--- config.mk ---
export PLATFORM = sky130hd
export DESIGN_NAME = modulation
export DESIGN_NICKNAME = d
export VERILOG_FILES = /design/src/rtl/qpsk_pkg.sv /design/src/rtl/sample_strobe_gen.sv /design/src/rtl/modulation.sv
export SDC_FILE = /design/constraint.sdc
export NUM_CORES = 1
export LEC_CHECK = 0
export ABC_AREA = 0
export BUFFER_PORTS_ARGS = -buffer_cell sky130_fd_sc_hd__buf_2
export CORE_MARGIN = 2
export CORE_UTILIZATION = 58
export CTS_CLUSTER_SIZE = 16
export DETAILED_ROUTE_END_ITERATION = 7
export PLACE_DENSITY = 0.89
export SKIP_CTS_REPAIR_TIMING = 1
export SLEW_MARGIN = 0
export SYNTH_ARGS = -nofsm -noshare
export SYNTH_HDL_FRONTEND = slang
export SYNTH_SLANG_ARGS = --single-unit
--- constraint.sdc ---
create_clock -name clk -period 5.15 [get_ports clk]
set_clock_uncertainty 0.05 [all_clocks]
set_input_delay 0.515 -clock clk [delete_from_list [all_inputs] [get_ports clk]]
set_output_delay 0.515 -clock clk [all_outputs]
set_load 0.01 [all_outputs]
--- src/rtl/qpsk_pkg.sv ---
// rtl/qpsk_pkg.sv - QPSK frame constants, modulator state encoding and symbol sign mapping
package qpsk_pkg;

   localparam int CLK_PER_SAMPLE  = 4;
   localparam int SAMPLES_PER_SYM = 32;
   localparam int SYMS_PER_FRAME  = 32;
   localparam int GAP_SAMPLES     = 64;
   localparam int SAMPLE_W        = 9;
   localparam int ACC_W           = 11;

   typedef enum logic [1:0] {
      IDLE = 2'd0,
      SEND = 2'd1,
      GAP  = 2'd2
   } mod_state_e;

   typedef struct packed {
      logic i_neg;
      logic q_neg;
   } sym_signs_t;

   // Receiver decides sym[0] = (I > 0) and sym[1] = (Q < 0); this is the inverse.
   function automatic sym_signs_t sym_to_signs(input logic [1:0] sym);
      sym_signs_t s;
      s.i_neg = ~sym[0];
      s.q_neg = sym[1];
      return s;
   endfunction

endpackage

--- src/rtl/sample_strobe_gen.sv ---
// rtl/sample_strobe_gen.sv - clocks-per-sample divider producing the sample strobe
module sample_strobe_gen
#(
   parameter int DIV = 4
) (
   input  logic clk,
   input  logic reset,
   input  logic clear,
   output logic strobe
);

   localparam int W = (DIV > 1) ? $clog2(DIV) : 1;
   localparam logic [W-1:0] LAST = W'(DIV - 1);

   logic [W-1:0] div_q, div_d;

   always_comb begin
      div_d = div_q + 1'b1;
      if (clear || div_q == LAST) begin
         div_d = '0;
      end
   end

   always_ff @(posedge clk or negedge reset) begin
      if (!reset) begin
         div_q <= '0;
      end else begin
         div_q <= div_d;
      end
   end

   assign strobe = !clear && (div_q == LAST);

endmodule

--- src/rtl/modulation.sv ---
// rtl/modulation.sv - QPSK transmit modulator: symbol holding register, frame FSM and sample datapath
module modulation
   import qpsk_pkg::*;
(
   input  logic       clk,
   input  logic       reset,
   input  logic [1:0] sym_in,
   input  logic       sym_valid,
   output logic       sym_ready,
   input  logic [8:0] GetSin,
   input  logic [8:0] GetCos,
   output logic [6:0] send_read,
   output logic [8:0] channel_in,
   output logic       busy,
   output logic       frame_done,
   output logic       underrun
);

   localparam int SC_W = $clog2(SAMPLES_PER_SYM + 1);
   localparam int YC_W = $clog2(SYMS_PER_FRAME);
   localparam int GC_W = $clog2(GAP_SAMPLES);
   localparam logic [SC_W-1:0] FULL_SYM    = SC_W'(SAMPLES_PER_SYM);
   localparam logic [SC_W-1:0] LAST_SAMPLE = SC_W'(SAMPLES_PER_SYM - 1);
   localparam logic [YC_W-1:0] LAST_SYM    = YC_W'(SYMS_PER_FRAME - 1);
   localparam logic [GC_W-1:0] LAST_GAP    = GC_W'(GAP_SAMPLES - 1);
   localparam logic signed [ACC_W-1:0] SAT_MAX = ACC_W'(255);
   localparam logic signed [ACC_W-1:0] SAT_MIN = ACC_W'(-255);

   mod_state_e          state_q, state_d;
   logic [1:0]          cur_sym_q, cur_sym_d, hold_sym_q, hold_sym_d, mod_sym;
   logic                hold_full_q, hold_full_d;
   logic [6:0]          send_read_q, send_read_d;
   logic [SC_W-1:0]     sample_cnt_q, sample_cnt_d;
   logic [YC_W-1:0]     symbol_cnt_q, symbol_cnt_d;
   logic [GC_W-1:0]     gap_cnt_q, gap_cnt_d;
   logic [SAMPLE_W-1:0] channel_in_q, channel_in_d, sample;
   logic                frame_done_q, frame_done_d, underrun_q, underrun_d;
   logic                strobe, accept, at_boundary, drain, bypass;
   sym_signs_t          signs;
   logic signed [ACC_W-1:0] sin_ext, cos_ext, acc, halved;

   assign accept      = sym_valid && !hold_full_q;
   assign at_boundary = (sample_cnt_q == FULL_SYM);

   sample_strobe_gen #(.DIV(CLK_PER_SAMPLE)) u_strobe (
      .clk    (clk),
      .reset  (reset),
      .clear  (state_q == IDLE),
      .strobe (strobe)
   );

   // At a symbol boundary the strobe already emits the first sample of the next symbol.
   always_comb begin
      mod_sym = cur_sym_q;
      if (at_boundary) begin
         mod_sym = hold_full_q ? hold_sym_q : 2'b00;
      end
      signs   = sym_to_signs(mod_sym);
      sin_ext = {{(ACC_W - SAMPLE_W){GetSin[SAMPLE_W-1]}}, GetSin};
      cos_ext = {{(ACC_W - SAMPLE_W){GetCos[SAMPLE_W-1]}}, GetCos};
      acc     = (signs.i_neg ? -sin_ext : sin_ext) + (signs.q_neg ? -cos_ext : cos_ext);
      halved  = acc >>> 1;
      if (halved > SAT_MAX) begin
         sample = SAT_MAX[SAMPLE_W-1:0];
      end else if (halved < SAT_MIN) begin
         sample = SAT_MIN[SAMPLE_W-1:0];
      end else begin
         sample = halved[SAMPLE_W-1:0];
      end
   end

   always_comb begin
      state_d      = state_q;
      cur_sym_d    = cur_sym_q;
      hold_sym_d   = hold_sym_q;
      hold_full_d  = hold_full_q;
      send_read_d  = send_read_q;
      sample_cnt_d = sample_cnt_q;
      symbol_cnt_d = symbol_cnt_q;
      gap_cnt_d    = gap_cnt_q;
      channel_in_d = channel_in_q;
      frame_done_d = 1'b0;
      underrun_d   = 1'b0;
      drain        = 1'b0;
      bypass       = 1'b0;
      case (state_q)
         IDLE: begin
            channel_in_d = '0;
            send_read_d  = '0;
            if (hold_full_q || sym_valid) begin
               state_d      = SEND;
               cur_sym_d    = hold_full_q ? hold_sym_q : sym_in;
               drain        = hold_full_q;
               bypass       = !hold_full_q;
               send_read_d  = 7'd1;
               sample_cnt_d = '0;
               symbol_cnt_d = '0;
            end
         end
         SEND: begin
            if (strobe) begin
               if (at_boundary && symbol_cnt_q == LAST_SYM) begin
                  state_d      = GAP;
                  channel_in_d = '0;
                  frame_done_d = 1'b1;
                  send_read_d  = '0;
                  gap_cnt_d    = '0;
               end else begin
                  channel_in_d = sample;
                  send_read_d  = (sample_cnt_q == LAST_SAMPLE) ? 7'd1 : send_read_q + 7'd1;
                  if (at_boundary) begin
                     cur_sym_d    = mod_sym;
                     drain        = hold_full_q;
                     underrun_d   = !hold_full_q;
                     symbol_cnt_d = symbol_cnt_q + 1'b1;
                     sample_cnt_d = SC_W'(1);
                  end else begin
                     sample_cnt_d = sample_cnt_q + 1'b1;
                  end
               end
            end
         end
         GAP: begin
            if (strobe) begin
               gap_cnt_d = gap_cnt_q + 1'b1;
               if (gap_cnt_q == LAST_GAP) begin
                  state_d   = IDLE;
                  gap_cnt_d = '0;
               end
            end
         end
         default: state_d = IDLE;
      endcase
      // A same-cycle accept lands after the drain, so the register stays full.
      if (drain) begin
         hold_full_d = 1'b0;
      end
      if (accept && !bypass) begin
         hold_full_d = 1'b1;
         hold_sym_d  = sym_in;
      end
   end

   always_ff @(posedge clk or negedge reset) begin
      if (!reset) begin
         state_q      <= IDLE;
         cur_sym_q    <= '0;
         hold_sym_q   <= '0;
         hold_full_q  <= 1'b0;
         send_read_q  <= '0;
         sample_cnt_q <= '0;
         symbol_cnt_q <= '0;
         gap_cnt_q    <= '0;
         channel_in_q <= '0;
         frame_done_q <= 1'b0;
         underrun_q   <= 1'b0;
      end else begin
         state_q      <= state_d;
         cur_sym_q    <= cur_sym_d;
         hold_sym_q   <= hold_sym_d;
         hold_full_q  <= hold_full_d;
         send_read_q  <= send_read_d;
         sample_cnt_q <= sample_cnt_d;
         symbol_cnt_q <= symbol_cnt_d;
         gap_cnt_q    <= gap_cnt_d;
         channel_in_q <= channel_in_d;
         frame_done_q <= frame_done_d;
         underrun_q   <= underrun_d;
      end
   end

   assign sym_ready  = !hold_full_q;
   assign send_read  = send_read_q;
   assign channel_in = channel_in_q;
   assign busy       = (state_q != IDLE);
   assign frame_done = frame_done_q;
   assign underrun   = underrun_q;

endmodule

==> impl_metrics.tcl <==
set metrics [dict create \
    antenna-diode-count 0 \
    yosysWarnings 0 \
    io_buffers 42 \
    crit_path_end_kind "flip-flop" \
    antenna_found_initial 0 \
    core_um2 5140 \
    tns_ns 0 \
    power.density_nw_per_um2 286.9 \
    avgViaCountPerCell 5.803 \
    p_leak_nw 1.594 \
    grt_max_degree 45 \
    cp_data_required_time_ns 5.28 \
    cts_tree "built" \
    drtIter0Drc 182 \
    r2r_start "sample_cnt_q[0]" \
    hold_class "in2async" \
    grt_overflow 0 \
    maxSlewViolCount 0 \
    start_util 0.6061 \
    setup_ws_ns 0.6221 \
    cts_buffer_depth 2 \
    synthTopCellsByArea "dfrtp_1 35%, ha_1 7.2%, xor2_1 5.6%" \
    synthCells 345 \
    period_needed_ns 4.528 \
    track_usage 0.2274 \
    ant_nets 0 \
    fp.dieArea_um2 5974 \
    run_status "complete, no violations" \
    placed_area_um2 3379 \
    instances_no_fill 458 \
    netlist.area_leader.share 0.3534 \
    synth_edf_count 0 \
    fin_crit_sh 0.8792 \
    drv_cap 0 \
    hold_violations 0 \
    die_h_um 77.29 \
    area_growth_pct 11.93 \
    async_flop_share 1.000 \
    cts-root-buf "clkbuf_8" \
    grt_pass1_vias 2428 \
    pre_cts_ws_ns 0.6343 \
    drt_first_pass_iters 4 \
    place_congestion 0.8503 \
    dp.cells 450 \
    num_vias 2658 \
    netlist_area_um2 3115 \
    utilization 0.6784 \
    slew_headroom 0.3518 \
    placementRows 26 \
    grt_pass1_wl_um 11000 \
    yosys.area.top_type "dfrtp_1" \
    routed_wl_um 6478 \
    htree_levels 2 \
    synth_common_cells "44 x dfrtp_1, 44 x nor2_1, 32 x nand2_1" \
    drive_above_1_share 0.1675 \
    cts_buffers 5 \
    clock.fmax_mhz 220.9 \
    rsz0062_at_grt "false" \
    insertion_delay_ns 0.30 \
    clk_pin_slew_ns 0.09 \
    synthFlopType "dfrtp_1" \
    final_area_um2 3487 \
    synthDistinctLibCells 54 \
    vdd_drop_max_v 0.0001727 \
    p_total_mw 1.001 \
    worstReg2RegEnd "channel_in[6]" \
    clkSinkCount 44 \
    path_class "reg2reg" \
    reg2regPathDepth 14 \
    synth_nets 387 \
    drc_errors 0 \
    post_drt_wl_per_cell_um 14.14 \
    ys_ff_latch 44 \
    setup_viol 0 \
    worstSetupStartpointType "flip-flop" \
    crit_fanout 12 \
    reg2reg_slack_ns 0.62 \
    worstMarginPinSlew_ns 0.9722 \
    cp.arrival_ns 4.65 \
    holdWs_ns 0.3160 \
    io_pins 43 \
    hpwl_um 5026 \
    finish.net_count 429 \
    synth_area_per_cell_um2 9.030 \
    ys_seq_area_frac 0.3534 \
    dieWidth_um 77.29 \
]
## cell type report
cell class              instances  area (um2)
multi-input cells             283        1939
fillers                       432        1653
flip-flops and latches         44        1101
repair buffers                 42       210.2
well taps                      70       87.58
clock buffers                   6       72.57
inverters                      11       41.29
clock inverters                 2       35.03
## power breakdown
part | switching (mW) | leakage (nW) | internal, mW
Combinational | 0.152 | 1.00 | 0.136
Clock | 0.120 | 0.0552 | 0.144
Sequential | 0.0488 | 0.535 | 0.399
Total | 0.321 | 1.59 | 0.680
## per-layer routing
layer  global-route usage  vias up  part of all wire
met3              0.04000       10             0.052
met2               0.3565       70              0.46
met4              0.07143        0             0.014
li1                     -     1331                 -
met5                    0        -                 0
met1               0.3216     1247              0.47
## flip-flops by register name, indices dropped and copies added, names as in the netlist
signal / cells
channel_in: 9
cur_sym_q: 2
frame_done: 1
gap_cnt_q: 6
hold_full_q: 1
hold_sym_q: 2
sample_cnt_q: 6
send_read: 7
state_q: 2
symbol_cnt_q: 5
u_strobe.div_q: 2
underrun: 1
## cells by family after synthesis
| kind of cell | Yosys count | synth area share |
|---|---|---|
| multiplexers | 8 | 0.04337 |
| buffers and inverters | 18 | 0.02410 |
| flip-flops | 44 | 0.3534 |
| adder cells (fa/ha/maj) | 19 | 0.07872 |
| AO/OA/AOI/OAI | 84 | 0.1799 |
| AND/OR/NAND/NOR | 137 | 0.2084 |
| XOR/XNOR | 35 | 0.1120 |
## worst max path at each step
stage | cells after the start | end | slack [ns] | from
detailed placement | 14 | channel_in[6] | 0.63 | sample_cnt_q[0]
global route | 14 | channel_in[3] | 0.37 | sample_cnt_q[0]
floorplan | 16 | channel_in[3] | 1.05 | sample_cnt_q[0]
finish | 14 | channel_in[6] | 0.62 | sample_cnt_q[0]
global placement | 14 | channel_in[3] | 0.87 | sample_cnt_q[0]
CTS | 14 | channel_in[6] | 0.63 | sample_cnt_q[0]
## critical path: stages, from the launching register on
cell	delay [ns]
dfrtp_1	0.42
inv_1	0.11
ha_1	0.18
and3_1	0.47
mux2i_4	0.52
mux2_2	0.42
fa_1	0.45
a211oi_1	0.25
nor2_1	0.12
o21a_1	0.19
or3_1	0.32
a21boi_0	0.19
a32o_1	0.25
a21oi_2	0.11
a221o_1	0.33
## layout by cell type, fill, tap and decap left out, types with 9 or more instances in the layout
cell	Yosys	final
inv_1	11	11
xnor2_1	11	11
dfrtp_1	44	44
nand2_1	32	32
nand3_1	13	13
nor3_1	9	9
ha_1	18	18
buf_2	0	42
o21ai_0	25	25
a21oi_1	17	17
nor2_1	44	44
xor2_1	20	20
Power figures use the tool's default switching activity.
